### src/rtl/sqrt_client_if.sv
// Handshake bundle between sqrt_client, its operand source,
// the square-root unit and the result consumer.
interface sqrt_client_if;
  logic        op_valid;
  logic [31:0] op_data;
  logic        op_ready;
  logic [31:0] sq_in;
  logic        sq_start;
  logic        sq_available;
  logic        sq_done;
  logic [31:0] sq_out;
  logic        res_valid;
  logic        res_ready;
  logic [31:0] res_data;
  logic        res_err;
  logic        busy;

  modport slave (
    input  op_valid, op_data,
    input  sq_available, sq_done, sq_out,
    input  res_ready,
    output op_ready, sq_in, sq_start,
    output res_valid, res_data, res_err, busy
  );

  modport master (
    output op_valid, op_data,
    output sq_available, sq_done, sq_out,
    output res_ready,
    input  op_ready, sq_in, sq_start,
    input  res_valid, res_data, res_err, busy
  );
endinterface

### src/rtl/sqrt_client.sv
// Buffers radicands, drives one sqrt unit op at a time, holds result.
// Optional macro SQRT_CHECK_EN adds a 64-bit result sanity check.
module sqrt_client #(
  parameter int FIFO_DEPTH = 4,
  parameter int TIMEOUT    = 255
) (
  input logic         clk,
  input logic         rstn,
  sqrt_client_if.slave io_bus
);
  localparam int AW = $clog2(FIFO_DEPTH);
  localparam int TW = (TIMEOUT > 255) ? $clog2(TIMEOUT + 1) : 8;
  localparam logic [TW-1:0] TMO  = TW'(TIMEOUT);
  localparam logic [TW-1:0] TMAX = {TW{1'b1}};

  typedef enum logic [1:0] {
    S_IDLE, S_WAIT_DONE, S_RELEASE, S_OUT
  } state_t;

  state_t        r_state;
  state_t        w_next;
  logic [31:0]   r_mem [FIFO_DEPTH];
  logic [AW:0]   r_wr_ptr;
  logic [AW:0]   r_rd_ptr;
  logic [TW-1:0] r_timer;
  logic [31:0]   r_sq_in;
  logic [31:0]   r_res_data;
  logic          r_sq_start;
  logic          r_res_err;
  logic          w_empty;
  logic          w_full;
  logic          w_push;
  logic          w_pop;
  logic          w_tmo;
  logic          w_chk_fail;

  assign w_empty = (r_wr_ptr == r_rd_ptr);
  assign w_full  = (r_wr_ptr[AW] != r_rd_ptr[AW]) &&
                   (r_wr_ptr[AW-1:0] == r_rd_ptr[AW-1:0]);
  assign w_push  = io_bus.op_valid && !w_full;
  assign w_pop   = (r_state == S_IDLE) && !w_empty &&
                   io_bus.sq_available;
  assign w_tmo   = (r_timer == TMO);

`ifdef SQRT_CHECK_EN
  logic [63:0] w_r;
  logic [63:0] w_x;
  logic [63:0] w_lo;
  logic [63:0] w_hi;
  assign w_r  = {32'd0, r_res_data};
  assign w_x  = {32'd0, r_sq_in};
  assign w_lo = w_r * w_r;
  assign w_hi = (w_r + 64'd1) * (w_r + 64'd1);
  // (r+1)^2 wraps only for r >= 2^32-1, where r*r > x fails anyway
  assign w_chk_fail = !((w_lo <= w_x) && (w_x < w_hi));
`else
  assign w_chk_fail = 1'b0;
`endif

  assign io_bus.op_ready  = !w_full;
  assign io_bus.sq_in     = r_sq_in;
  assign io_bus.sq_start  = r_sq_start;
  assign io_bus.res_valid = (r_state == S_OUT);
  assign io_bus.res_data  = r_res_data;
  assign io_bus.res_err   = r_res_err;
  assign io_bus.busy      = (r_state != S_IDLE) || !w_empty;

  // FSM state register
  always_ff @(posedge clk) begin
    if (!rstn) r_state <= S_IDLE;
    else       r_state <= w_next;
  end

  // FSM next-state decode
  always_comb begin
    w_next = r_state;
    unique case (r_state)
      S_IDLE:      if (w_pop) w_next = S_WAIT_DONE;
      S_WAIT_DONE: if (io_bus.sq_done || w_tmo)
                     w_next = S_RELEASE;
      S_RELEASE:   if (!io_bus.sq_done && io_bus.sq_available)
                     w_next = S_OUT;
      S_OUT:       if (io_bus.res_ready) w_next = S_IDLE;
      default:     w_next = S_IDLE;
    endcase
  end

  // operand storage; pointers decide validity so no reset needed
  always_ff @(posedge clk) begin
    if (w_push) r_mem[r_wr_ptr[AW-1:0]] <= io_bus.op_data;
  end

  // FIFO pointers, sqrt-unit request and result registers
  always_ff @(posedge clk) begin
    if (!rstn) begin
      r_wr_ptr   <= '0;
      r_rd_ptr   <= '0;
      r_timer    <= '0;
      r_sq_in    <= '0;
      r_sq_start <= 1'b0;
      r_res_data <= '0;
      r_res_err  <= 1'b0;
    end else begin
      if (w_push) r_wr_ptr <= r_wr_ptr + 1'b1;
      if (w_pop)  r_rd_ptr <= r_rd_ptr + 1'b1;
      unique case (r_state)
        S_IDLE: begin
          if (w_pop) begin
            r_sq_in    <= r_mem[r_rd_ptr[AW-1:0]];
            r_sq_start <= 1'b1;
            r_timer    <= '0;
          end
        end
        S_WAIT_DONE: begin
          if (io_bus.sq_done) begin
            r_res_data <= io_bus.sq_out;
            r_res_err  <= 1'b0;
            r_sq_start <= 1'b0;
          end else if (w_tmo) begin
            r_res_data <= '0;
            r_res_err  <= 1'b1;
            r_sq_start <= 1'b0;
          end else if (r_timer != TMAX) begin
            r_timer <= r_timer + 1'b1;
          end
        end
        S_RELEASE: begin
          if (w_chk_fail) r_res_err <= 1'b1;
        end
        default: ;
      endcase
    end
  end
endmodule

### src/flat_wrapper.sv
// flat-port wrapper written by rule: the top's interface ports become plain ports
module sqrt_client_flat 
#(
  parameter int FIFO_DEPTH = 4,
  parameter int TIMEOUT    = 255
)
  (clk, rstn, io_bus_op_valid, io_bus_op_data, io_bus_sq_available, io_bus_sq_done, io_bus_sq_out, io_bus_res_ready, io_bus_op_ready, io_bus_sq_in, io_bus_sq_start, io_bus_res_valid, io_bus_res_data, io_bus_res_err, io_bus_busy);
  sqrt_client_if io_bus_i ();
  input logic clk;
  input logic rstn;
  input wire logic [$bits(io_bus_i.op_valid)-1:0] io_bus_op_valid;
  input wire logic [$bits(io_bus_i.op_data)-1:0] io_bus_op_data;
  input wire logic [$bits(io_bus_i.sq_available)-1:0] io_bus_sq_available;
  input wire logic [$bits(io_bus_i.sq_done)-1:0] io_bus_sq_done;
  input wire logic [$bits(io_bus_i.sq_out)-1:0] io_bus_sq_out;
  input wire logic [$bits(io_bus_i.res_ready)-1:0] io_bus_res_ready;
  output wire logic [$bits(io_bus_i.op_ready)-1:0] io_bus_op_ready;
  output wire logic [$bits(io_bus_i.sq_in)-1:0] io_bus_sq_in;
  output wire logic [$bits(io_bus_i.sq_start)-1:0] io_bus_sq_start;
  output wire logic [$bits(io_bus_i.res_valid)-1:0] io_bus_res_valid;
  output wire logic [$bits(io_bus_i.res_data)-1:0] io_bus_res_data;
  output wire logic [$bits(io_bus_i.res_err)-1:0] io_bus_res_err;
  output wire logic [$bits(io_bus_i.busy)-1:0] io_bus_busy;
  assign io_bus_i.op_valid = io_bus_op_valid;
  assign io_bus_i.op_data = io_bus_op_data;
  assign io_bus_i.sq_available = io_bus_sq_available;
  assign io_bus_i.sq_done = io_bus_sq_done;
  assign io_bus_i.sq_out = io_bus_sq_out;
  assign io_bus_i.res_ready = io_bus_res_ready;
  assign io_bus_op_ready = io_bus_i.op_ready;
  assign io_bus_sq_in = io_bus_i.sq_in;
  assign io_bus_sq_start = io_bus_i.sq_start;
  assign io_bus_res_valid = io_bus_i.res_valid;
  assign io_bus_res_data = io_bus_i.res_data;
  assign io_bus_res_err = io_bus_i.res_err;
  assign io_bus_busy = io_bus_i.busy;
  sqrt_client #(.FIFO_DEPTH(FIFO_DEPTH), .TIMEOUT(TIMEOUT)) u_core (.clk(clk), .rstn(rstn), .io_bus(io_bus_i));
endmodule
### config.mk
export PLATFORM = sky130hd
export DESIGN_NAME = sqrt_client_flat
export DESIGN_NICKNAME = d
export VERILOG_FILES = /design/src/rtl/sqrt_client_if.sv /design/src/rtl/sqrt_client.sv /design/src/flat_wrapper.sv
export SDC_FILE = /design/constraint.sdc
export NUM_CORES = 1
export LEC_CHECK = 0
export ABC_AREA = 0
export BUFFER_PORTS_ARGS = -buffer_cell sky130_fd_sc_hd__buf_2
export CAP_MARGIN = 20
export CORE_UTILIZATION = 56
export DETAILED_ROUTE_END_ITERATION = 7
export GPL_TIMING_DRIVEN = 0
export PLACE_DENSITY = 0.8
export SYNTH_ARGS = -nofsm -noshare
export SYNTH_HDL_FRONTEND = slang
export SYNTH_SLANG_ARGS = --single-unit
### constraint.sdc
create_clock -name clk -period 2.9 [get_ports clk]
set_input_delay 0.29 -clock clk [delete_from_list [all_inputs] [get_ports clk]]
set_output_delay 0.29 -clock clk [all_outputs]
set_load 0.02 [all_outputs]
==> flow_summary_export.csv, run 1 <==
group,metric,value,unit
setup_path,startpoint_type,"register",
routing,wl_per_cell,18.4,µm
synthesis,synthDistinctLibCells,44,
final_layout,syn_to_final_growth,22.6,%
setup_path,rrSetupSlack,300,ps
worst_hold_path,hold_start,"io_bus_op_data[1]",
synthesis,synth-edff-count,128,
setup_path,crit_fanout,32,
cts,hold_buffers,19,
routing,avgViaCountPerCell,5.60,
sta,worstMarginPinSlew,907,ps
power,p_per_area,839,nW/µm²
floorplan,die_h,123,µm
synthesis,synthArstFlopShare,0,%
sta,finalHoldViolCount,0,
setup_path,rr_endpoint,"u_core.r_mem[2][9]$_DFFE_PP_",
grt,grt_max_degree,33,
routing,detail_route.iter0.violations,271,
synthesis,yosysWarnings,0,
routing,drt_first_pass_iters,7,
place,dp_hpwl,11.0,mm
setup_path,crit_path_end_kind,"register",
floorplan,ioPinCount,139,
place,gp_congestion,0.803,
routing,ant_nets,0,
grt,grtUsageTotal,23.0,%
setup_path,reg2reg_depth,5,
setup_path,worstPathArrival,2720,ps
routing,vias,5201,
sta,finalCritPeriodShare,89.7,%
sta,rsz0062_at_grt,"no",
sta,setup_slack,299,ps
final_layout,fin_nets,811,
synthesis,ys_seq_area_share,67.1,%
run_status,status,"finished, final reports clean",
floorplan,fp-row-count,43,
grt,grt_pass1_vias,5238,
grt,antenna_found_initial,1,
cts,clk_latency,500,ps
place,pre_cts_ws,272,ps
sta,finalSetupTns,0,ps
cts,cts_buffer_depth,3,
final_layout,layout-drive-gt1-share,30.7,%
cts,post_cts_buffers,0,
setup_path,worstSetupPathType,"register to register",
power,p_leak,3.74,nW
setup_path,r2r-start,"u_core.r_rd_ptr[1]$_SDFFE_PN0P_",
worst_hold_path,hold_depth,1,
floorplan,initial_core_util,58.2,%
synthesis,synth_area,8170,µm²
synthesis,syn_avg_cell_area,14.9,µm²
power,ir_drop,523,µV
routing,drc,0,
sta,relSlewSlack,39.5,%
sta,min_period,2600,ps
setup_path,crit_required,3020,ps
cts,clkTransAtPathRegs,60,ps
synthesis,syn_nets,630,
sta,whs,10.6,ps
power,power,0.00841,W
final_layout,final_common_cell,"buf_2",
cts,cts_sinks,210,
cts,cts_root_buf,"clkbuf_16",
synthesis,synth_cells,550,
cts,cts_buffers,23,
cts,ctsResizeCount,0,
grt,grt_pass1_wl,26.1,mm
final_layout,final_cell_mix,"buf_2 (143), edfxtp_1 (128), dfxtp_1 (82)",
flow_run,max-cap-violations,0,
synthesis,synth_flop_cell,"edfxtp_1",
cts,htreeDepth,1,
place,io_buffers,137,
sta,drv_slew,0,
setup_path,critPathLaunch,"u_core.r_rd_ptr[1]$_SDFFE_PN0P_",
routing,wirelength,17.1,mm
sta,max_freq,384,MHz
worst_hold_path,hold_class,"input pin to register",
grt,globalRouteOverflowTotal,0,
floorplan,core_area,14000,µm²
floorplan,die_area,15100,µm²
synthesis,ys_ff_latch,210,
sta,fin_skew,12.9,ps
cts,cts_tree,"yes",
floorplan,die_w,123,µm
sta,setup_viol,0,
worst_hold_path,holdPathEnd,"u_core.r_mem[3][1]$_DFFE_PP_",
==> cell usage after synthesis (all sizes together) (2+ instances only) <==
master	number	share of area (%)
and2	7	0.54
o31ai	4	0.37
and3	4	0.31
nand3	2	0.12
nand4b	2	0.21
xnor2	4	0.43
o41ai	2	0.54
dfxtp	82	20
nor2b	35	2.7
nand2	77	3.5
ha	10	1.5
mux2i	3	0.37
buf	14	1.2
a31oi	3	0.23
nor2	3	0.14
nand4	2	0.15
nand3b	3	0.28
inv	8	0.37
xor2	3	0.60
a21boi	35	3.2
and4	3	0.32
nand2b	5	0.38
o311ai	6	0.86
mux4	32	8.8
clkbuf	21	0.96
o21ai	5	0.31
a21oi	6	0.37
edfxtp	128	47
a22oi	32	2.9
o21a	2	0.18
==> worst max-delay path: stages, from the launching register on <==
cell and delay, ps:
dfxtp_1 340, buf_2 220, xor2_2 390, nor2_1 140, a21boi_0 310, and2_2 810
==> area by class of cell <==
cell class,instances,area [µm²]
diodes,1,2.50
plain buffers,35,176
clock buffers,32,683
clock inverters,10,57.6
fillers,916,4020
inverters,8,30.0
multi-input cells,297,2480
flip-flops and latches,210,5490
well taps,180,225
repair buffers,156,876
==> routing by layer <==
| layer | global-route usage (%) | share of wire, % | vias to the layer above |
|---|---|---|---|
| li1 | - | - | 2427 |
| met1 | 25.4 | 39 | 2554 |
| met3 | 5.58 | 6.8 | 20 |
| met4 | 6.17 | 1.2 | 0 |
| met2 | 43.6 | 53 | 200 |
| met5 | 0 | 0 | - |
==> cell families after synthesis <==
logic type	Yosys count	share of synthesized area (%)
xor gates and xnor gates	7	1.03
muxes	35	9.19
AOI/OAI and AO/OA	100	9.74
adders and majority gates	10	1.53
and+or+nand+nor	145	8.88
DFF	210	67.1
buffers and inverters	43	2.53
==> power by group <==
group | internal (W) | switching [W] | total, W
sequential | 0.00345 | 0.000132 | 0.00358
clock | 0.00165 | 0.00112 | 0.00277
combinational | 0.000848 | 0.00121 | 0.00206
total | 0.00595 | 0.00246 | 0.00841
==> worst max path at each step <==
| stage | endpoint | slack (ps) | depth (start not counted) |
|---|---|---|---|
| floorplan | u_core.r_mem[0][0]$_DFFE_PP_ | 490 | 5 |
| global placement | u_core.r_mem[1][26]$_DFFE_PP_ | -220 | 5 |
| detailed placement | u_core.r_mem[2][26]$_DFFE_PP_ | 270 | 5 |
| CTS | u_core.r_mem[2][12]$_DFFE_PP_ | 260 | 5 |
| global route | u_core.r_mem[1][9]$_DFFE_PP_ | 100 | 5 |
| finish | u_core.r_mem[2][9]$_DFFE_PP_ | 300 | 5 |
==> sequential cells by signal (all words and copies together), names as in the netlist <==
name / count
u_core.io_bus.sq_in: 32
u_core.r_state: 2
u_core.r_wr_ptr: 3
u_core.io_bus.sq_start: 1
u_core.r_timer: 8
u_core.r_rd_ptr: 3
u_core.io_bus.res_err: 1
u_core.io_bus.res_data: 32
u_core.r_mem: 128
==> metrics by stage <==
step | instance area [µm²] | utilization (%) | cells
after floorplan | 8170 | - | 550
after CTS | 10000 | 71.3 | 928
after detailed placement | 9090 | 64.7 | 867
after global placement | 9080 | 64.7 | 867
final | 10000 | 71.4 | 929
after global routing | 10000 | 71.4 | 929
Power figures use the tool's default switching activity.
==> inputs of run 2 (changes only) <==
- PLACE_DENSITY: 0.8 -> 0.9
==> flow_summary_export.csv, run 2 (same netlist as run 1, synthesis figures left out) <==
group,metric,value,unit
sta,max_freq,380,MHz
setup_path,crit_fanout,32,
cts,htreeDepth,1,
final_layout,fin_nets,806,
setup_path,crit_path_end_kind,"register",
cts,cts_sinks,210,
grt,grt_max_degree,33,
place,dp_hpwl,10.8,mm
floorplan,die_area,15100,µm²
cts,ctsResizeCount,0,
sta,relSlewSlack,36.4,%
cts,cts_buffers,22,
sta,finalCritPeriodShare,90.7,%
power,ir_drop,593,µV
routing,wl_per_cell,18.4,µm
power,p_leak,3.68,nW
routing,drt_first_pass_iters,5,
grt,grtUsageTotal,22.8,%
routing,detail_route.iter0.violations,308,
setup_path,cp-endpoint,"u_core.r_mem[2][23]$_DFFE_PP_",
cts,cts_buffer_depth,3,
cts,cts_tree,"yes",
sta,rsz0062_at_grt,"no",
final_layout,antenna_cells,0,
floorplan,core_area,14000,µm²
sta,min_period,2630,ps
final_layout,layout-drive-gt1-share,30.5,%
cts,clkTransAtPathRegs,60,ps
sta,worstMarginPinSlew,954,ps
setup_path,r2r-start,"u_core.r_rd_ptr[0]$_SDFFE_PN0P_",
grt,globalRouteOverflowTotal,0,
sta,finalHoldViolCount,0,
place,io_buffers,137,
final_layout,fillCellCount,879,
setup_path,reg2reg_depth,5,
setup_path,worstSetupPathType,"register to register",
grt,antenna_found_initial,0,
floorplan,ioPinCount,139,
routing,vias,5176,
final_layout,syn_to_final_growth,21.5,%
sta,fin_skew,19.7,ps
floorplan,die_h,123,µm
routing,drc,0,
setup_path,crit_required,3010,ps
power,power,0.00829,W
cts,clk_latency,500,ps
setup_path,startpoint_type,"register",
floorplan,die_w,123,µm
worst_hold_path,hold_class,"input pin to register",
flow_run,max-cap-violations,0,
setup_path,critPathLaunch,"u_core.r_rd_ptr[0]$_SDFFE_PN0P_",
grt,grt_pass1_vias,5233,
grt,grt_pass1_wl,25.9,mm
power,p_per_area,835,nW/µm²
sta,whs,19.9,ps
setup_path,rrSetupSlack,270,ps
routing,ant_nets,0,
final_layout,final_cell_mix,"buf_2 (143), edfxtp_1 (128), dfxtp_1 (82)",
run_status,status,"finished, final reports clean",
routing,avgViaCountPerCell,5.61,
worst_hold_path,hold_depth,1,
final_layout,largest_reg_flops,128,
cts,cts_root_buf,"clkbuf_16",
setup_path,rr_endpoint,"u_core.r_mem[2][23]$_DFFE_PP_",
floorplan,fp-row-count,43,
place,gp_congestion,0.813,
routing,wirelength,16.9,mm
floorplan,initial_core_util,58.2,%
final_layout,final_common_cell,"buf_2",
sta,setup_viol,0,
sta,drv_slew,0,
setup_path,worstPathArrival,2740,ps
==> run 2: area by class of cell <==
cell class / count / area (µm²) / share of cell area, %
multi-input combinational: 297 / 2480 / 25.0
buffer: 35 / 176 / 1.78
clock inverter: 3 / 20.0 / 0.202
tap: 180 / 225 / 2.27
sequential: 210 / 5490 / 55.2
clock buffer: 37 / 672 / 6.77
inverter: 8 / 30.0 / 0.302
timing repair buffer: 152 / 836 / 8.42
==> run 2: timing repair <==
action | 4_1_cts | 5_1_grt
hold buffers | 15 | 0
setup buffers | 0 | 0
endpoints found under the setup margin | 0 | 0
hold endpoints to repair | 54 | 0
==> run 2: per-stage QoR <==
stage	instance area (µm²)	instances	worst slack [ps]	setup TNS [ps]	util [%]
finish	9930	922	269	0	70.7
global route	9930	922	49.8	0	70.7
CTS	9930	922	266	0	70.7
detailed placement	9090	867	274	0	64.7
global placement	9080	867	-201	-18100	64.7
floorplan	8170	550	491	0	-
==> run 2: worst min path at each step <==
stage | slack (ps) | start | end
6_report | 20 | io_bus_op_data[1] | u_core.r_mem[0][1]$_DFFE_PP_
3_5_place_dp | 440 | u_core.io_bus.sq_in[3]$_SDFFE_PN0P_ | u_core.io_bus.sq_in[3]$_SDFFE_PN0P_
3_3_place_gp | 440 | u_core.io_bus.sq_in[13]$_SDFFE_PN0P_ | u_core.io_bus.sq_in[13]$_SDFFE_PN0P_
5_1_grt | 2 | io_bus_op_data[0] | u_core.r_mem[3][0]$_DFFE_PP_
2_1_floorplan | 390 | io_bus_op_data[0] | u_core.r_mem[0][0]$_DFFE_PP_
4_1_cts | 0.3 | io_bus_op_data[31] | u_core.r_mem[1][31]$_DFFE_PP_
==> run 2: where the power goes <==
group / total (W) / internal, W / switching (W) / leakage [nW]
combinational: 0.00207 / 0.000846 / 0.00123 / 1.51
sequential: 0.00358 / 0.00345 / 0.000130 / 1.84
clock: 0.00264 / 0.00157 / 0.00106 / 0.332
total: 0.00829 / 0.00587 / 0.00242 / 3.68
==> run 2: metal layers <==
| layer | wire (µm) | vias up | GRT usage (%) |
|---|---|---|---|
| li1 | - | 2410 | - |
| met1 | 6540 | 2509 | 26.8 |
| met2 | 8750 | 226 | 41.3 |
| met3 | 1330 | 31 | 4.93 |
| met4 | 318 | 0 | 7.39 |
| met5 | 0 | - | 0 |
==> run 2: critical path: stages (launching register included) <==
cell      delay [ps]
dfxtp_1          330
buf_2            250
xor2_2           380
nor2_1           120
a21boi_0         320
and2_2           850
